===== src/rtl/pipe_hazard_ctrl.sv =====
// pipe_hazard_ctrl
// Central stall/flush sequencer for the 5-stage MIPS pipeline (branches and
// jumps resolve in MEM). It resolves, in priority order:
//   ERR > data-memory freeze > MEM redirect > load-use interlock
//   > instruction-memory wait > normal flow.
// The outputs are the enable and flush controls for the PC and the
// IF/ID, ID/EX, EX/MEM and MEM/WB registers.
//
// Ports:
//   clk, rst                     clock (rising edge), async active-high reset
//   ID_rs/ID_rt/ID_uses_rs/_rt   source operands of the instruction in ID
//   EX_MemtoReg, EX_Rw           load flag and destination of the EX instruction
//   MEM_take                     taken branch/jump sitting in MEM
//   MEM_memop, dmem_ready        data-memory access in MEM and its completion
//   imem_ready                   instruction fetch data valid
//   pc_en, pc_redirect           PC load enable / load MEM_npc
//   *_en, *_flush, MEMWB_bubble  pipeline register enables and bubble loads
//   state                        00 RUN, 01 WAIT, 10 ERR
//   bus_err                      sticky data-memory timeout flag
//   stall_cnt, flush_cnt         saturating performance counters
module pipe_hazard_ctrl #(
    parameter int CNT_W        = 16,
    parameter int DMEM_TIMEOUT = 255,
    parameter int WAIT_W       = 8
) (
    input  logic             clk,
    input  logic             rst,
    input  logic [4:0]       ID_rs,
    input  logic [4:0]       ID_rt,
    input  logic             ID_uses_rs,
    input  logic             ID_uses_rt,
    input  logic             EX_MemtoReg,
    input  logic [4:0]       EX_Rw,
    input  logic             MEM_take,
    input  logic             MEM_memop,
    input  logic             dmem_ready,
    input  logic             imem_ready,
    output logic             pc_en,
    output logic             pc_redirect,
    output logic             IFID_en,
    output logic             IDEX_en,
    output logic             EXMEM_en,
    output logic             IFID_flush,
    output logic             IDEX_flush,
    output logic             EXMEM_flush,
    output logic             MEMWB_bubble,
    output logic [1:0]       state,
    output logic             bus_err,
    output logic [CNT_W-1:0] stall_cnt,
    output logic [CNT_W-1:0] flush_cnt
);

    typedef enum logic [1:0] {
        ST_RUN  = 2'b00,
        ST_WAIT = 2'b01,
        ST_ERR  = 2'b10
    } state_t;

    localparam logic [WAIT_W-1:0] WAIT_LIMIT = WAIT_W'(DMEM_TIMEOUT);
    localparam logic [WAIT_W-1:0] WAIT_ONE   = {{(WAIT_W-1){1'b0}}, 1'b1};
    localparam logic [CNT_W-1:0]  CNT_ONE    = {{(CNT_W-1){1'b0}}, 1'b1};

    state_t            state_q, state_d;
    logic [WAIT_W-1:0] wait_cnt_q, wait_cnt_d;
    logic              bus_err_q, bus_err_d;
    logic [CNT_W-1:0]  stall_cnt_q, stall_cnt_d;
    logic [CNT_W-1:0]  flush_cnt_q, flush_cnt_d;

    logic freeze_s;
    logic redirect_s;
    logic loaduse_s;
    logic iwait_s;

    // Hazard conditions from the current inputs and state.
    always_comb begin
        freeze_s   = (state_q != ST_ERR) & MEM_memop & ~dmem_ready;
        redirect_s = MEM_take & ~freeze_s;
        // Register 0 is hardwired, so a load "to" $0 never creates a hazard.
        loaduse_s  = EX_MemtoReg & (EX_Rw != 5'd0) &
                     ((ID_uses_rs & (ID_rs == EX_Rw)) |
                      (ID_uses_rt & (ID_rt == EX_Rw)));
        iwait_s    = ~imem_ready;
    end

    // Prioritised enable/flush decode; zero-latency from inputs and state.
    always_comb begin
        pc_en        = 1'b0;
        pc_redirect  = 1'b0;
        IFID_en      = 1'b0;
        IDEX_en      = 1'b0;
        EXMEM_en     = 1'b0;
        IFID_flush   = 1'b0;
        IDEX_flush   = 1'b0;
        EXMEM_flush  = 1'b0;
        MEMWB_bubble = 1'b0;
        if (rst) begin
            // Hold every stage and push bubbles while reset is applied.
            IFID_flush   = 1'b1;
            IDEX_flush   = 1'b1;
            EXMEM_flush  = 1'b1;
            MEMWB_bubble = 1'b1;
        end else if (state_q == ST_ERR) begin
            MEMWB_bubble = 1'b1;
        end else if (freeze_s) begin
            // MEM cannot retire; everything upstream holds.
            MEMWB_bubble = 1'b1;
        end else if (redirect_s) begin
            // Kill the three younger instructions; MEM proceeds.
            pc_en       = 1'b1;
            pc_redirect = 1'b1;
            IFID_en     = 1'b1;
            IDEX_en     = 1'b1;
            EXMEM_en    = 1'b1;
            IFID_flush  = 1'b1;
            IDEX_flush  = 1'b1;
            EXMEM_flush = 1'b1;
        end else if (loaduse_s) begin
            // One bubble into EX: next cycle the load is in MEM and forwards.
            IDEX_en    = 1'b1;
            EXMEM_en   = 1'b1;
            IDEX_flush = 1'b1;
        end else if (iwait_s) begin
            // Fetch not ready: feed a bubble into ID, let older stages drain.
            IFID_en    = 1'b1;
            IDEX_en    = 1'b1;
            EXMEM_en   = 1'b1;
            IFID_flush = 1'b1;
        end else begin
            pc_en    = 1'b1;
            IFID_en  = 1'b1;
            IDEX_en  = 1'b1;
            EXMEM_en = 1'b1;
        end
    end

    // Data-memory wait state machine with timeout watchdog.
    always_comb begin
        state_d    = state_q;
        wait_cnt_d = wait_cnt_q;
        bus_err_d  = bus_err_q;
        case (state_q)
            ST_RUN: begin
                if (freeze_s) begin
                    state_d    = ST_WAIT;
                    wait_cnt_d = WAIT_ONE;
                end else begin
                    wait_cnt_d = '0;
                end
            end
            ST_WAIT: begin
                if (dmem_ready) begin
                    state_d    = ST_RUN;
                    wait_cnt_d = '0;
                end else if (freeze_s) begin
                    if (wait_cnt_q == WAIT_LIMIT) begin
                        state_d   = ST_ERR;
                        bus_err_d = 1'b1;
                    end else begin
                        wait_cnt_d = wait_cnt_q + WAIT_ONE;
                    end
                end else begin
                    // Access withdrawn without completion: nothing to wait on.
                    state_d    = ST_RUN;
                    wait_cnt_d = '0;
                end
            end
            ST_ERR: begin
                state_d = ST_ERR;
            end
            default: begin
                // Corrupted state encoding is treated as a fatal bus fault.
                state_d   = ST_ERR;
                bus_err_d = 1'b1;
            end
        endcase
    end

    // Saturating stall/flush counters for performance debug.
    always_comb begin
        if (!pc_en && !(&stall_cnt_q)) begin
            stall_cnt_d = stall_cnt_q + CNT_ONE;
        end else begin
            stall_cnt_d = stall_cnt_q;
        end
        if (pc_redirect && !(&flush_cnt_q)) begin
            flush_cnt_d = flush_cnt_q + CNT_ONE;
        end else begin
            flush_cnt_d = flush_cnt_q;
        end
    end

    // State, watchdog and counter registers.
    always_ff @(posedge clk or posedge rst) begin
        if (rst) begin
            state_q     <= ST_RUN;
            wait_cnt_q  <= '0;
            bus_err_q   <= 1'b0;
            stall_cnt_q <= '0;
            flush_cnt_q <= '0;
        end else begin
            state_q     <= state_d;
            wait_cnt_q  <= wait_cnt_d;
            bus_err_q   <= bus_err_d;
            stall_cnt_q <= stall_cnt_d;
            flush_cnt_q <= flush_cnt_d;
        end
    end

    assign state     = state_q;
    assign bus_err   = bus_err_q;
    assign stall_cnt = stall_cnt_q;
    assign flush_cnt = flush_cnt_q;

endmodule


===== config.mk =====
export PLATFORM = sky130hd
export DESIGN_NAME = pipe_hazard_ctrl
export DESIGN_NICKNAME = d
export VERILOG_FILES = /design/src/rtl/pipe_hazard_ctrl.sv
export SDC_FILE = /design/constraint.sdc
export NUM_CORES = 1
export LEC_CHECK = 0
export BUFFER_PORTS_ARGS = -buffer_cell sky130_fd_sc_hd__buf_2
export CELL_PAD_IN_SITES_DETAIL_PLACEMENT = 1
export CELL_PAD_IN_SITES_GLOBAL_PLACEMENT = 2
export CORE_MARGIN = 10
export CORE_UTILIZATION = 31
export CTS_CLUSTER_DIAMETER = 80
export DETAILED_ROUTE_END_ITERATION = 8
export PLACE_DENSITY_LB_ADDON = 0.25
export RECOVER_POWER = 50
export SYNTH_ARGS = -nofsm -noshare
export SYNTH_HDL_FRONTEND = slang
export SYNTH_SLANG_ARGS = --single-unit

===== constraint.sdc =====
create_clock -name clk -period 2.75 [get_ports clk]
set_clock_uncertainty 0.15 [all_clocks]
set_input_delay 0.275 -clock clk [delete_from_list [all_inputs] [get_ports clk]]
set_output_delay 0.275 -clock clk [all_outputs]
set_load 0.05 [all_outputs]

==> run metrics <==
IO Pins slightly below 70; async set-reset flop share out of synthesis 1.00; max-cap viol count 0; post-synthesis cell count 213; Clock Tree Root clkbuf_8; Detailed Routing Iterations Pass 1 4; maximum VDD drop 0.441 mV; Post-synth EDFFs 0; cell with the most instances after synthesis dfrtp_1; DIE AREA 11000 sq um; Rel. slew slack 0.568; Hold WC Path Type input pin to async pin; post-synthesis sequential area ratio 0.482; Starting Density 0.324; H-Tree Level Count 2; post-CTS setup buffers 0; sequential power share 0.430; syn avg cell area 10.5 sq um; Synth Warn # 0; Setup-failing EPs final 0; required time worst endpoint ~2.8 ns; largest net degree at the start of global routing 46; n_diodes 0; Num CTS Buffers 5; Tot GR Track Use 0.106; RSZ-0062 raised after global routing false; critical path capture point type flip-flop; Tightest Pin Transition 0.651 ns; setup TNS 0 ns; port bufs 67; final core utilization 0.399; Switching Share 0.449; vias in the first global route 2016; P_int 1090 uW; crit share post-route 0.836; Clk network pwr share 0.215; share of cells above drive strength 1 0.241; first-pass GRT wire length 9.76 mm; post-CTS sizing 0; CTS Sinks 43; Cells after DPL 374; Yosys reg bits 43; Post-CTS Hold Fix Bufs 0; ys flop type dfrtp_1; Die Ht 105 um; area of the mapped netlist 2230 sq um; GPL Wtd Cong 0.719; initial drt markers 48; Tmin final between 2 and 2.5 ns; cell taking the most area after synthesis dfrtp_1; Fin. Hold Viols 0; Synth area leaders dfrtp_1, xnor2_1, nand4_1; critical path arrival 2.34 ns; grt total ovfl 0; P_sw 889 uW; final cell count without fillers 382; vias per cell 4.88; CTS Buffer Depth 2; synthesis-to-layout area growth 23.4%; final wirelength 5.89 mm; Netlist cell types 34; Comb power frac 0.356; antenna violations before repair 0; Final Max Slew Viols 0; status finished clean; Worst-Skew Late Latency 0.30 ns; Layout fillers 829; worst setup path class flip-flop to flip-flop; DP HPWL 4.57 mm; Worst Setup SP state[1]; Final ANT Viol Nets 0; R2R setup slack around 0.45 ns; drt drc 0; Worst Path Max Fanout 14; Leak approximately 0.0012 uW; dpl cell area between 2000 and 3000 sq um; Row Count 30; core area 6910 sq um; final layout net count 312; Design Area, Final 2760 sq um; Fmax roughly 430 MHz; CTS clk-pin slew, worst paths 0.09 ns; DR vias between 1500 and 2000; CP Launch Type flip-flop; RR Startpoint state[1]; routed len/inst 15.4 um; pwr dens 718 nW/um^2; commonest cells in the synthesized netlist dfrtp_1, xnor2_1, nand2_1; Die Wd 105 um; Synth top area share 0.482; net count after synthesis 240; CTS tree done
==> critical path, stage by stage, from the launching register on <==
cell	delay, ns
dfrtp_1	0.48
nor2b_4	0.18
o21ai_0	0.34
nor2b_1	0.17
o21ai_0	0.10
nand2_1	0.39
mux2_2	0.38
==> logic make-up (layout without fill, tap and decap cells) <==
family | count (synthesis) | after routing | synth area share
buffers and inverters | 9 | 82 | 0.0241
adders and majority gates | 3 | 3 | 0.0168
xor gates and xnor gates | 45 | 45 | 0.176
AOI/OAI and AO/OA | 18 | 18 | 0.0521
DFF | 43 | 43 | 0.482
and+or+nand+nor | 93 | 93 | 0.239
muxes | 2 | 2 | 0.0101
==> through the flow <==
stage               worst slack, ns  power, uW  hold WS, ns
floorplan                    0.0570       1390        0.162
global placement              0.483       1580        0.284
detailed placement            0.450       1600        0.300
CTS                           0.415       2030        0.109
global route                  0.157       2100        0.204
finish                        0.451       1980        0.151
==> cells in the final DEF, fill, tap and decap left out, types with 4 or more instances in the layout <==
cell      count
a21oi_1       6
nand4_1      16
nand3_1      15
xnor2_1      36
and4_1        6
and3_1        6
clkbuf_8      5
dfrtp_1      43
nor2b_1       4
clkbuf_1     22
o21ai_0       4
xor2_1        9
buf_2        45
nor2_1       14
nand2_1      19
==> final cells by class <==
cell class	instances	area, sq um	area share
repair buffers	70	330	0.120
inverters	4	20.0	0.00726
flip-flops and latches	43	1080	0.390
multi-input cells	161	1120	0.406
well taps	96	120	0.0436
clock inverters	3	23.8	0.00862
clock buffers	5	68.8	0.0250
==> routing by layer <==
layer / GRT usage / part of all wire / vias to the layer above
met5: 0 / 0 / -
met4: 0.0353 / 0.014 / 0
met3: 0.0541 / 0.10 / 6
met2: 0.166 / 0.45 / 54
met1: 0.123 / 0.43 / 920
li1: - / - / 883
==> worst paths after layout <==
kind                                  to  cells after the start
setup reg to reg            stall_cnt[1]                      6
min in group clk           wait_cnt_q[0]                      4
setup / recovery            stall_cnt[1]                      6
hold / removal             wait_cnt_q[7]                      3
hold reg to reg                  bus_err                      1
max in group asynchronous   stall_cnt[5]                      3
==> state kept, by name, indices dropped and copies added, names as in the netlist <==
| signal | flops |
|---|---|
| flush_cnt | 16 |
| bus_err | 1 |
| stall_cnt | 16 |
| state | 2 |
| wait_cnt_q | 8 |
==> power groups by stage <==
stage	Clock [uW]	Combinational, uW	Sequential (uW)
finish	425	704	850
global route	468	754	876
CTS	449	734	852
detailed placement	0	731	865
global placement	0	720	865
floorplan	0	224	1160
Note: power is estimated with default switching activity, not from simulation.
